## config.mk

```make
export PLATFORM = sky130hd
export DESIGN_NAME = cu_decode_mem_ctrl
export DESIGN_NICKNAME = d
export VERILOG_FILES = /design/src/rtl/cu_decode_mem_ctrl.sv
export SDC_FILE = /design/constraint.sdc
export NUM_CORES = 1
export LEC_CHECK = 0
export ABC_CLOCK_PERIOD_IN_PS = 1080
export CAP_MARGIN = 5
export CORE_MARGIN = 4
export CORE_UTILIZATION = 20
export DETAILED_ROUTE_END_ITERATION = 12
export PLACE_DENSITY = 0.75
export REMOVE_ABC_BUFFERS = 1
export SLEW_MARGIN = 5
export SYNTH_ARGS = -nofsm -noshare
export SYNTH_HDL_FRONTEND = slang
export SYNTH_SLANG_ARGS = --single-unit
export TNS_END_PERCENT = 5
```

## constraint.sdc

```tcl
create_clock -name clk -period 1.08 [get_ports clk]
set_input_delay 0.216 -clock clk [delete_from_list [all_inputs] [get_ports clk]]
set_output_delay 0.216 -clock clk [all_outputs]
set_load 0.02 [all_outputs]
```

## src/rtl/cu_decode_mem_ctrl.sv

```systemverilog
// rtl/cu_decode_mem_ctrl.sv - ARM-subset control: ID decode with bubble mux, EX/MEM control register
//
// Ports:
//   clk                  pipeline clock, rising edge
//   R                    asynchronous active-high reset of the EX/MEM register
//   instruction[31:0]    instruction from IF/ID
//   S                    bubble select (1 forces every ID_* output to 0)
//   ID_*                 decoded control signals for the ID stage (combinational)
//   in_EX_*              EX-stage memory/writeback control bits
//   MEM_*                registered MEM-stage copies of in_EX_*
module cu_decode_mem_ctrl (
  input  logic        clk,
  input  logic        R,
  input  logic [31:0] instruction,
  input  logic        S,
  output logic [3:0]  ID_opcode,
  output logic        ID_AM,
  output logic        ID_S_enable,
  output logic        ID_load_instr,
  output logic        ID_RF_enable,
  output logic        ID_Size_enable,
  output logic        ID_RW_enable,
  output logic        ID_Enable_signal,
  output logic        ID_BL_instr,
  output logic        ID_B_instr,
  input  logic        in_EX_load_instr,
  input  logic        in_EX_RF_enable,
  input  logic        in_EX_Size_enable,
  input  logic        in_EX_RW_enable,
  input  logic        in_EX_Enable_signal,
  output logic        MEM_load_instr,
  output logic        MEM_RF_enable,
  output logic        MEM_Size_enable,
  output logic        MEM_RW_enable,
  output logic        MEM_Enable_signal
);

  logic [3:0] d_opcode;
  logic       d_am;
  logic       d_s_enable;
  logic       d_load_instr;
  logic       d_rf_enable;
  logic       d_size_enable;
  logic       d_rw_enable;
  logic       d_enable_signal;
  logic       d_bl_instr;
  logic       d_b_instr;

  // The condition field is resolved elsewhere in the pipeline.
  logic unused_cond;
  assign unused_cond = ^instruction[31:28];

  always_comb begin
    d_opcode        = 4'b0000;
    d_am            = 1'b0;
    d_s_enable      = 1'b0;
    d_load_instr    = 1'b0;
    d_rf_enable     = 1'b0;
    d_size_enable   = 1'b0;
    d_rw_enable     = 1'b0;
    d_enable_signal = 1'b0;
    d_bl_instr      = 1'b0;
    d_b_instr       = 1'b0;

    // An all-zero word is the pipeline NOP, even though it would otherwise
    // look like a data-processing AND.
    if (instruction != 32'h0) begin
      if (instruction[27:26] == 2'b00) begin
        d_opcode    = instruction[24:21];
        d_s_enable  = instruction[20];
        d_am        = instruction[25];
        // TST/TEQ/CMP/CMN (1000..1011) only set flags.
        d_rf_enable = (instruction[24:23] != 2'b10);
      end else if (instruction[27:26] == 2'b01) begin
        // U selects add (0100) or subtract (0010) for the address offset.
        d_opcode        = instruction[23] ? 4'b0100 : 4'b0010;
        d_am            = ~instruction[25];
        d_load_instr    = instruction[20];
        d_rf_enable     = instruction[20];
        d_rw_enable     = ~instruction[20];
        d_size_enable   = instruction[22];
        d_enable_signal = 1'b1;
      end else if (instruction[27:25] == 3'b101) begin
        d_b_instr   = 1'b1;
        d_bl_instr  = instruction[24];
        d_rf_enable = instruction[24];
      end
    end
  end

  // Bubble mux: a stall inserts a NOP into the ID/EX boundary.
  assign ID_opcode        = S ? 4'b0000 : d_opcode;
  assign ID_AM            = S ? 1'b0 : d_am;
  assign ID_S_enable      = S ? 1'b0 : d_s_enable;
  assign ID_load_instr    = S ? 1'b0 : d_load_instr;
  assign ID_RF_enable     = S ? 1'b0 : d_rf_enable;
  assign ID_Size_enable   = S ? 1'b0 : d_size_enable;
  assign ID_RW_enable     = S ? 1'b0 : d_rw_enable;
  assign ID_Enable_signal = S ? 1'b0 : d_enable_signal;
  assign ID_BL_instr      = S ? 1'b0 : d_bl_instr;
  assign ID_B_instr       = S ? 1'b0 : d_b_instr;

  // EX/MEM register loads every cycle; there is no stall path at this boundary.
  always_ff @(posedge clk or posedge R) begin
    if (R) begin
      MEM_load_instr    <= 1'b0;
      MEM_RF_enable     <= 1'b0;
      MEM_Size_enable   <= 1'b0;
      MEM_RW_enable     <= 1'b0;
      MEM_Enable_signal <= 1'b0;
    end else begin
      MEM_load_instr    <= in_EX_load_instr;
      MEM_RF_enable     <= in_EX_RF_enable;
      MEM_Size_enable   <= in_EX_Size_enable;
      MEM_RW_enable     <= in_EX_RW_enable;
      MEM_Enable_signal <= in_EX_Enable_signal;
    end
  end

endmodule

```

# Word level (Yosys, flattened, before mapping)
# Cells that the tools add are included.
# op_classes
n_eq_ne	3
muxes	42
bitwise	2
reduce_logical	2
# ops
operator	count
$mux W1	37
$reduce_bool A32 Y1	1
$mux W4	3
$mux W3	2
$eq A3 B3 Y1 const B	1
$eq A2 B1 Y1 const B	1
$logic_not A2 Y1	1
$ne A2 B2 Y1 const B	1
$not A1 Y1	2
# totals
reg_bits	5
input_bits	40
out_inout_bits	18

# Depth between registers and ports, before layout
# depth
word_depth	6
ltp_mapped	4

# Worst setup path after synthesis
# No wires, ideal clock.
# synth_path
path_type	input-to-output
start	input port instruction[27]
end	output port ID_BL_instr
arrival_ns	1.246
setup_slack_ns	-0.382
path_stages	4
n_path_buf	1
cell_sequence	buf_2 > nand2_1 > nor3_1 > and2_1
# synth_between
elab_chain_cells	6
word_cells_on_any_way	9
classes_between	eq/ne: 2; mux: 5; reduce/logical: 2
# synth_lines
element	line_no	source
from (decl)	14	input logic [31:0] instruction,
$eq A3 B3 Y1	83	end else if (instruction[27:25] == 3'b101) begin
$mux W1	83	
$mux W1	74	end else if (instruction[27:26] == 2'b01) begin
$mux W1	68	if (instruction[27:26] == 2'b00) begin
$mux W1 *	67	if (instruction != 32'h0) begin
$mux W1 *	100	assign ID_BL_instr = S ? 1'b0 : d_bl_instr;
to (decl)	24	output logic ID_BL_instr,
# Mark *: on every way between the ends. The rest lies on a longest branch, timed or not.

# Worst setup path in the final report
# layout_path
start	input port instruction[6]
end	output port ID_RF_enable
# layout_between
elab_chain_cells	3
# layout_lines
element	line_no	source
$reduce_bool A32 Y1	67	
$mux W1	67	
$mux W1	96	assign ID_RF_enable = S ? 1'b0 : d_rf_enable;
to (decl)	20	output logic ID_RF_enable,
# No other way between the ends.

==> results.py <==
metrics = {
    "layout": {
        "finish.utilization_pct": 58.3,
        "layout-drive-gt1-share_pct": 62.7,
        "area_growth_pct": 173,
        "final_area_um2": 1020,
        "stdcell_count": 135,
        "nFillCells": 185,
        "num_antenna_cells": 0,
        "layout.nets": 151,
    },
    "global_routing": {
        "grt_pass1_wl_um": 2900,
        "track_usage_pct": 14.5,
        "grt_pass1_vias": 667,
        "gr-total-overflow": 0,
        "grt_max_degree": 7,
        "grt_antenna_before_repair": 0,
    },
    "worst_setup_path": {
        "crit_fanout": 1,
        "critPathKind": "input port to output pin",
        "critPathCaptureType": "output pin",
        "required_ns": 0.86,
        "cp-start-kind": "input port",
        "critical_path_arrival_ns": 1.09,
    },
    "clock_network": {
        "root_buffer": "clkbuf_4",
        "cts_max_level": 1,
        "tritoncts": "yes",
        "cts_hold_buf": 0,
        "clockBufferDepth": 2,
        "clk_pin_slew_ns": 0.05,
        "cts_buffers": 3,
        "post_cts_buffers": 0,
        "cts_num_sinks": 5,
    },
    "drt": {
        "drc": 0,
        "wl_per_cell_um": 13.3,
        "routed_wl_um": 1790,
        "num_vias": 590,
        "antenna_left": 0,
        "first_iter_violations": 2,
        "dr.pass1.iters": 3,
        "avgViaCountPerCell": 4.37,
    },
    "floorplanning": {
        "core_um2": 1750,
        "die_h_um": 51.2,
        "row_count": 15,
        "ioPinCount": 58,
        "chipWidth_um": 51.2,
        "initial_core_util_pct": 21.4,
        "die_area_um2": 2620,
    },
    "synthesis": {
        "synth_largest_type_area_fraction_pct": 33.6,
        "synth-edff-count": 0,
        "synth_area_leaders": "dfrtp_1 34%, nor4_1 13%, and2_1 6.7%",
        "yosys.area.top_type": "dfrtp_1",
        "postSynthCellCount": 41,
        "yosysUniqueCellTypes": 20,
        "synth_seq_cells": 5,
        "async_flop_share_pct": 100,
        "yosys_warnings": 0,
        "synth_common_cells": "8 x nor4_1, 5 x dfrtp_1, 5 x nor3_1, 4 x and2_1",
        "ys_seq_area_share_pct": 33.6,
        "syn_area_um2": 373,
        "synth-main-ff-cell": "dfrtp_1",
        "avgSynthCellArea_um2": 9.09,
        "synth_most_common_cell": "nor4_1",
    },
    "outcome": {
        "violations": "setup timing",
        "status": "complete, but fails checks",
    },
    "sta": {
        "max_freq_mhz": 766,
        "period_share_pct": 121,
        "setup_violations": 10,
        "timing.slew.headroom_pct": 84.7,
        "finalHoldViolCount": 0,
        "fin_ws_ns": -0.225,
        "worst_pin_slew_ns": 0.228,
        "grt_setup_unrepaired": "true",
        "period_minus_slack_ns": 1.31,
        "final_max_slew_viol_count": 0,
    },
    "power_and_ir_drop": {
        "irDropWorstVdd_mv": 0.565,
        "powerDensity_nw_per_um2": 702,
        "power_leakage_nw": 0.479,
    },
    "placement": {
        "placedCellCount": 131,
        "portBuffers": 57,
        "dpl-instance-area_um2": 1030,
        "gp_congestion": 0.717,
        "dp_slack_ns": -1.11,
    },
    "run": {
        "max_cap_violations": 0,
    },
    "worst_hold_path": {
        "hold_path_class": "input port to asynchronous set/reset pin",
    },
}
[layout by cell type (no fill, tap or decap), drive strengths merged]
master and count:
nor3b 1, buf 45, clkbuf 7, nor2b 2
xnor2 1, nor4 8, nor2 1, nand2 1
dfrtp 5, clkdlybuf4s15 9, dlygate4sd2 4, and2 5
nor3 5, mux2i 1, clkdlybuf4s50 6, inv 2
nand4b 1, a211oi 1, and4 2, o31a 1
and3 2
[repair_timing]
action,CTS,global route
setup endpoints to repair,18,17
endpoints found under the hold margin,0,0
gates resized for setup,188,18
pin swaps,17,5
[through the flow]
step	total power, mW	hold slack [ns]	TNS (ns)
final	0.714	0.171	-0.625
after global routing	0.770	0.181	-1.07
after CTS	0.718	0.166	-0.579
after detailed placement	0.519	0.431	-13.19
after global placement	0.514	0.418	-12.95
after floorplan	0.277	-0.00548	-0.375
[critical path, stage by stage]
cell	delay (ns)
clkdlybuf4s15_1	0.16
nor4_1	0.23
and4_1	0.25
a211oi_2	0.07
buf_4	0.16
[final cells by class]
cell class / count / area (um^2) / area share (%)
Timing Repair Buffer: 67 / 532 / 52.3
Multi-Input combinational cell: 32 / 295 / 29.0
Sequential cell: 5 / 125 / 12.3
Tap cell: 25 / 31.3 / 3.08
Clock buffer: 4 / 26.3 / 2.58
Inverter: 2 / 7.51 / 0.738
[power by group]
part / switching, mW / internal (mW)
Sequential: 0.00181 / 0.197
Clock: 0.0826 / 0.140
Combinational: 0.127 / 0.165
[per-layer routing]
layer / wire [um] / GRT usage (%)
met3: 145 / 4.66
met2: 991 / 29.0
met5: 0 / 0
met1: 656 / 14.9
met4: 0 / 1.35
[how the worst max path moves through the flow]
stage | from | to | slack (ns) | depth (start not counted)
2_1_floorplan | instruction[26] | ID_BL_instr | -0.21 | 2
3_3_place_gp | instruction[26] | ID_RF_enable | -1.11 | 5
3_5_place_dp | instruction[26] | ID_RF_enable | -1.11 | 5
4_1_cts | instruction[24] | ID_RF_enable | -0.22 | 5
5_1_grt | instruction[23] | ID_RF_enable | -0.26 | 5
6_report | instruction[6] | ID_RF_enable | -0.23 | 5
[registers in the layout, indices dropped and copies added, names as in the netlist]
signal,count
MEM_Enable_signal,1
MEM_RF_enable,1
MEM_RW_enable,1
MEM_Size_enable,1
MEM_load_instr,1
[cell families (layout without fill, tap and decap cells)]
| family | after synthesis | after routing | share of synthesized area, % |
|---|---|---|---|
| AOI/OAI and AO/OA | 2 | 2 | 5.70 |
| buffers and inverters | 4 | 73 | 6.38 |
| DFF | 5 | 5 | 33.6 |
| muxes | 1 | 1 | 2.68 |
| xor gates and xnor gates | 1 | 1 | 2.35 |
| and+or+nand+nor | 28 | 28 | 49.3 |
No activity file was read; power rests on OpenSTA's default activity.
